`config.mk`:
```
export PLATFORM = sky130hd
export DESIGN_NAME = mux2_1_arb
export DESIGN_NICKNAME = d
export VERILOG_FILES = /design/src/rtl/mux2_1_arb.sv
export SDC_FILE = /design/constraint.sdc
export NUM_CORES = 1
export LEC_CHECK = 0
export CAP_MARGIN = 20
export CELL_PAD_IN_SITES_DETAIL_PLACEMENT = 1
export CELL_PAD_IN_SITES_GLOBAL_PLACEMENT = 1
export CORE_MARGIN = 3
export CORE_UTILIZATION = 22
export DETAILED_ROUTE_END_ITERATION = 7
export GPL_TIMING_DRIVEN = 0
export PLACE_DENSITY_LB_ADDON = 0.1
export SYNTH_ARGS = -nofsm -noshare
export SYNTH_HDL_FRONTEND = slang
export SYNTH_SLANG_ARGS = --single-unit
```
`constraint.sdc`:
```
create_clock -name clk -period 1.1 [get_ports clk]
set_input_delay 0.165 -clock clk [delete_from_list [all_inputs] [get_ports clk]]
set_output_delay 0.165 -clock clk [all_outputs]
set_load 0.005 [all_outputs]
```
`src/rtl/mux2_1_arb.sv`:
```
// Two-source round-robin arbiter feeding a one-entry registered output stage.
// Drives the downstream 2:1 mux selector and holds the granted word until consumed.
module mux2_1_arb #(
    parameter int WIDTH = 8
) (
    input  logic             clk,
    input  logic             rst_n,
    input  logic [WIDTH-1:0] d_0,
    input  logic             v_0,
    output logic             r_0,
    input  logic [WIDTH-1:0] d_1,
    input  logic             v_1,
    output logic             r_1,
    output logic [WIDTH-1:0] out,
    output logic             out_valid,
    input  logic             out_ready,
    output logic             selector
);

    typedef enum logic {EMPTY = 1'b0, FULL = 1'b1} state_t;

    state_t           state_q, state_d;
    logic [WIDTH-1:0] out_q, out_d;
    logic             sel_q, sel_d;
    logic             last_q, last_d;

    logic can_accept;
    logic gnt_vld;
    logic gnt;
    logic xfer;

    // Grant is independent of can_accept so readies never feed back into valids.
    always_comb begin
        gnt_vld    = v_0 | v_1;
        gnt        = (v_0 & v_1) ? ~last_q : v_1;
        can_accept = (state_q == EMPTY) | out_ready;
        xfer       = can_accept & gnt_vld;
        r_0        = xfer & ~gnt;
        r_1        = xfer & gnt;
    end

    always_ff @(posedge clk or negedge rst_n) begin
        if (!rst_n) begin
            state_q <= EMPTY;
            out_q   <= '0;
            sel_q   <= 1'b0;
            last_q  <= 1'b1;
        end else begin
            state_q <= state_d;
            out_q   <= out_d;
            sel_q   <= sel_d;
            last_q  <= last_d;
        end
    end

    // A transfer refills the stage even while it drains, so no bubble appears.
    always_comb begin
        state_d = state_q;
        if (xfer)
            state_d = FULL;
        else if (out_ready)
            state_d = EMPTY;
    end

    always_comb begin
        out_d  = out_q;
        sel_d  = sel_q;
        last_d = last_q;
        if (xfer) begin
            out_d  = gnt ? d_1 : d_0;
            sel_d  = gnt;
            last_d = gnt;
        end
    end

    always_comb begin
        out_valid = (state_q == FULL);
        out       = out_q;
        selector  = sel_q;
    end

endmodule

```
==> reports/metrics.cfg, run 1 <==
[run_status]
status = complete, but fails checks
violations = negative setup slack

[clock_network]
cts-root-buf = clkbuf_4
clk_pin_slew_ns = 0.07
clk_latency_ns = 0.27
cts_tree = built
numCtsBuffers = 3
ctsHtreeMaxLevel = 1
cts.path.max_buffers = 2
holdBufCountCts = 0
numClockSinks = 11

[global_route]
antenna_found_initial = 0
first_global_vias = 557
grt-ovfl-total = 0
grt_start_max_net_pins = 12
grt_pass1_wl_um = 2710
grt_usage = 0.135

[synthesis]
synth.area.top_cells = dfrtp_1, a221o_1, and3_1
avgSynthCellArea_um2 = 12.2
yosysWarnings = 0
yosysUniqueCellTypes = 16
post-synth-top-count-cell = dfrtp_1
synth_edf_count = 0
synth_seq_cells = 11
yosysSeqAreaShare = 0.554
syn_inst = 41
syn_nets = 62
synth_top_cell_area_share = 0.501
synth_top_area_cell = dfrtp_1
synthFlopType = dfrtp_1
synth_common_cells = dfrtp_1, and3_1, a221o_1
synthArstFlopShare = 1.00
syn_area_um2 = 499

[floorplan]
num_rows = 16
dieArea_um2 = 2880
die_h_um = 53.6
core_um2 = 2060
die_w_um = 53.6
ios = 33
initial_core_util = 0.242

[finish]
layout.cells.non_filler = 115
syn_to_final_growth_pct = 111
stdcell_area_um2 = 1050
diodes = 0
drive_above_1_share = 0.375
final_core_util = 0.510
num-nets-final = 110

[timing]
finalWorstSetupSlack_ns = -0.379
period_needed_ns = 1.48
setup_violations = 12
max_slew.worst_pin.slew_ns = 0.519
holdWs_ns = 0.231
maxSlewViolCount = 0
relSlewSlack = 0.653
fin_skew_ns = 0.00744
hold_viol_final = 0
clock.fmax_mhz = 676
rsz0062_at_grt = true
finalCritPeriodShare = 1.34
tns_ns = -3.39

[placement]
place.gp.congestion = 0.703
portBuffers = 32
placed_area_um2 = 856
dpl.cell_count = 100
pre_cts_ws_ns = -0.824
post-dp-hpwl_um = 1110

[power_and_ir_drop]
cellPowerDensity_nw_per_um2 = 1170
peakVddDrop_uv = 700
finalPower_mw = 1.23
p_leak_nw = 0.473

[setup_path]
reg2reg_from = last_q$_DFFE_PN1P_
critPathLaunchType = register
rrSetupSlack_ns = -0.32
cp_data_required_time_ns = 0.94
end_kind = output pin
cp_max_fo = 3
critPathLaunch = last_q$_DFFE_PN1P_
crit_type = register to output pin
r2r_cells = 5
rr_endpoint = out[2]$_DFFE_PN0P_
critPathArrivalTime_ns = 1.31
endpoint = r_0

[routing]
routedWlPerCell_um = 15.3
viasPerCell = 4.63
num_vias = 533
drt-total-wl_um = 1760
drc = 0
drt-initial-drc-count = 8
antenna_left = 0
dr.pass1.iters = 3

[run]
max_cap_violations = 0

[worst_hold_path]
hold_class = primary input to async pin

[critical path: stages (launching register included)]
cell and delay (ns):
dfstp_2 0.56, nand2b_4 0.12, and3_4 0.18, buf_8 0.10, buf_6 0.08
[cell families (layout without fill, tap and decap cells)]
family,Yosys count,in the layout,synth area share
and+or+nand+nor,14,14,0.175
buffers and inverters,4,51,0.0476
DFF,11,11,0.554
AOI/OAI and AO/OA,12,12,0.223
[state kept, by name, summed over array words and instances, names as in the netlist]
name	count
out	8
last_q	1
out_valid	1
selector	1
[cell type report]
cell class | count | area [µm²]
flip-flops and latches | 11 | 277
inverters | 2 | 7.51
plain buffers | 2 | 26.3
multi-input cells | 26 | 264
well taps | 27 | 33.8
repair buffers | 43 | 418
fillers | 227 | 1010
clock buffers | 4 | 26.3
[worst min-delay path by stage]
stage	depth (start not counted)	to	startpoint	slack [ns]
detailed placement	2	last_q$_DFFE_PN1P_	last_q$_DFFE_PN1P_	0.47
global route	1	out[6]$_DFFE_PN0P_	rst_n	0.25
finish	1	out[6]$_DFFE_PN0P_	rst_n	0.23
global placement	2	last_q$_DFFE_PN1P_	last_q$_DFFE_PN1P_	0.47
CTS	1	out[6]$_DFFE_PN0P_	rst_n	0.25
floorplan	0	out[0]$_DFFE_PN0P_	rst_n	-0.13
[cell usage in the layout (no fill, tap or decap), drive strengths merged, types with 2 or more instances in the layout]
cell type | netlist | routed
nand2b | 2 | 2
clkdlybuf4s50 | 0 | 18
a21oi | 2 | 2
dfrtp | 10 | 10
dlygate4sd2 | 0 | 5
inv | 2 | 2
buf | 2 | 15
and3 | 9 | 9
clkdlybuf4s15 | 0 | 7
a221o | 8 | 8
clkbuf | 0 | 4
[routing by layer]
layer | up-vias | global-route usage | share of wire
li1 | 250 | - | -
met4 | 0 | 0.0255 | 0.0057
met1 | 259 | 0.169 | 0.42
met2 | 21 | 0.224 | 0.50
met5 | - | 0 | 0
met3 | 3 | 0.0499 | 0.076
[report_power, final]
| part | internal (mW) | switching, mW | total (mW) |
|---|---|---|---|
| Clock | 0.141 | 0.139 | 0.279 |
| Combinational | 0.299 | 0.146 | 0.445 |
| Sequential | 0.470 | 0.0343 | 0.504 |
| Total | 0.909 | 0.319 | 1.23 |
[repair_timing]
| item | CTS | global route |
|---|---|---|
| buffers inserted | 7 | 4 |
| resized for setup | 32 | 16 |
| endpoints found under the setup margin | 22 | 21 |
| pin swaps | 2 | 7 |
| endpoints found under the hold margin | 0 | 0 |
Power figures use the tool's default switching activity.
==> run 2, diff against run 1 <==
Settings changed: TNS_END_PERCENT set to 20.
==> reports/metrics.cfg, run 2 (synthesis results as in run 1) <==
[setup_path]
cp_max_fo = 3  ; unchanged
path_buf_inv = 2  ; unchanged
crit_family = flip-flops  ; unchanged
reg2reg_from = last_q$_DFFE_PN1P_  ; unchanged
cpPeakStageDelay_ns = 0.56  ; about the same
rrSetupSlack_ns = -0.32  ; about the same
crit_type = register to output pin  ; unchanged
critPathLaunchType = register  ; unchanged
cp_data_required_time_ns = 0.94  ; about the same
path_cells = nand2b_4 > and3_4 > buf_8 > buf_6  ; unchanged
rr_endpoint = out[2]$_DFFE_PN0P_  ; unchanged
end_kind = output pin  ; unchanged
critPathArrivalTime_ns = 1.31  ; about the same
cpMaxStageDelayCell = dfstp_2  ; unchanged
r2r_cells = 5  ; unchanged

[power_and_ir_drop]
cellPowerDensity_nw_per_um2 = 1170  ; about the same
peakVddDrop_uv = 695  ; was 700 µV
switching_share = 0.261  ; was 0.260
p_leak_nw = 0.438  ; was 0.473 nW
power_switching_uw = 306  ; was 319 µW
seqPwrFrac = 0.431  ; was 0.410
comb_power_share = 0.331  ; was 0.362
p_int_uw = 867  ; was 909 µW
finalPower_mw = 1.17  ; was 1.23 mW
clkPwrFrac = 0.238  ; was 0.227

[timing]
period_needed_ns = 1.48  ; about the same
relSlewSlack = 0.654  ; was 0.653
rsz0062_at_grt = true  ; unchanged
setup_violations = 12  ; unchanged
fin_skew_ns = 0.00767  ; was 0.00744 ns
clock.fmax_mhz = 676  ; about the same
maxSlewViolCount = 0  ; unchanged
hold_viol_final = 0  ; unchanged
finalWorstSetupSlack_ns = -0.379  ; about the same
finalCritPeriodShare = 1.34  ; about the same
max_slew.worst_pin.slew_ns = 0.518  ; was 0.519 ns
tns_ns = -3.39  ; about the same

[placement]
portBuffers = 32  ; unchanged
post-dp-hpwl_um = 1110  ; unchanged
place.gp.congestion = 0.703  ; unchanged

[global_route]
grt_start_max_net_pins = 12  ; unchanged
first_global_vias = 535  ; was 557
grt_pass1_wl_um = 2620  ; was 2710 µm
grt-ovfl-total = 0  ; unchanged
grt_usage = 0.130  ; was 0.135
antenna_found_initial = 0  ; unchanged

[clock_network]
numCtsBuffers = 3  ; unchanged
cts.path.max_buffers = 2  ; unchanged
cts_tree = built  ; unchanged
cts-root-buf = clkbuf_4  ; unchanged
holdBufCountCts = 0  ; unchanged
clk_latency_ns = 0.27  ; about the same
numClockSinks = 11  ; unchanged
clk_pin_slew_ns = 0.07  ; about the same
ctsHtreeMaxLevel = 1  ; unchanged

[finish]
drive_above_1_share = 0.329  ; was 0.375
syn_to_final_growth_pct = 101  ; was 111%
largest_reg_flops = 8  ; unchanged
diodes = 0  ; unchanged
fillers = 223  ; was 227
layout_common_cells = clkdlybuf4s50_1, dfrtp_1, clkdlybuf4s15_1  ; was clkdlybuf4s50_1, dfrtp_1, and3_4
num-nets-final = 104  ; was 110
mostFrequentLayoutCell = clkdlybuf4s50_1  ; unchanged

[routing]
drt-initial-drc-count = 7  ; was 8
viasPerCell = 4.72  ; was 4.63
routedWlPerCell_um = 15.2  ; was 15.3 µm
drc = 0  ; unchanged
drt-total-wl_um = 1650  ; was 1760 µm
antenna_left = 0  ; unchanged
dr.pass1.iters = 4  ; was 3
num_vias = 514  ; was 533

[floorplan]
dieArea_um2 = 2880  ; unchanged
die_h_um = 53.6  ; unchanged
core_um2 = 2060  ; unchanged
die_w_um = 53.6  ; unchanged
num_rows = 16  ; unchanged
ios = 33  ; unchanged
initial_core_util = 0.242  ; unchanged

[run_status]
status = complete, but fails checks  ; unchanged
violations = negative setup slack  ; unchanged

[worst_hold_path]
hold_class = primary input to async pin  ; unchanged

[run]
max_cap_violations = 0  ; unchanged

==> run 2: cell count changes in the layout (fill, tap and decap cells not counted) <==
cell             change
clkdlybuf4s15_1      +3
buf_4                -6
buf_2                +1
buf_6                -1
dlygate4sd2_1        -3
==> run 2: per-layer routing <==
layer | up-vias | global-route usage | routed length [µm]
li1 | 239 | - | -
met1 | 251 | 0.164 | 724
met2 | 21 | 0.212 | 793
met3 | 3 | 0.0499 | 124
met4 | 0 | 0.0255 | 10
met5 | - | 0 | 0
==> run 2: worst max-delay path by stage <==
stage / from / end / slack (ns) / depth (start not counted)
global placement: v_1 / r_1 / -0.81 / 4
detailed placement: v_1 / r_1 / -0.82 / 4
CTS: last_q$_DFFE_PN1P_ / r_0 / -0.38 / 4
finish: last_q$_DFFE_PN1P_ / r_0 / -0.38 / 4
floorplan: last_q$_DFFE_PN1P_ / out[2]$_DFFE_PN0P_ / -0.07 / 3
global route: last_q$_DFFE_PN1P_ / r_0 / -0.44 / 4
==> run 2: worst register-to-register path: cells and delay by family, from the launching register on <==
family / cells / cell delay (ns)
flops: 1 / 0.56
simple gates: 1 / 0.14
compound gates: 2 / 0.34
buf+inv: 2 / 0.25
==> run 2: power by group through the flow <==
stage	registers [mW]	clock network, mW	logic (mW)
after global routing	0.516	0.323	0.423
after detailed placement	0.510	0	0.348
after floorplan	0.514	0	0.110
after CTS	0.503	0.292	0.352
after global placement	0.510	0	0.346
final	0.506	0.279	0.389
==> run 2: metrics by stage <==
step | instance area, µm² | setup slack (ns) | utilization | instances | hold WS [ns]
finish | 1000 | -0.379 | 0.487 | 109 | 0.231
CTS | 930 | -0.375 | 0.451 | 108 | 0.247
global placement | 856 | -0.814 | 0.415 | 100 | 0.466
floorplan | 502 | -0.0718 | - | 41 | -0.131
detailed placement | 856 | -0.824 | 0.415 | 100 | 0.469
global route | 1000 | -0.442 | 0.487 | 109 | 0.251
==> run 2: cell type report <==
| class | count | area, µm² | area share |
|---|---|---|---|
| plain buffers | 2 | 26.3 | 0.0262 |
| inverters | 2 | 7.51 | 0.00747 |
| clock buffers | 4 | 26.3 | 0.0262 |
| well taps | 27 | 33.8 | 0.0336 |
| flip-flops and latches | 11 | 277 | 0.275 |
| repair buffers | 37 | 370 | 0.369 |
| multi-input cells | 26 | 264 | 0.263 |
==> run 2: what timing repair did <==
| item | 4_1_cts | 5_1_grt |
|---|---|---|
| hold endpoints to repair | 0 | 0 |
| pin swaps | 2 | 7 |
| buffers inserted | 4 | 1 |
| setup endpoints to repair | 22 | 21 |
| resized for setup | 29 | 21 |
==> run 3, diff against run 2 <==
Settings changed: CAP_MARGIN 20 to 15.
==> results of run 3 <==
The final DEF is identical to that of run 2; final timing and power are the same.
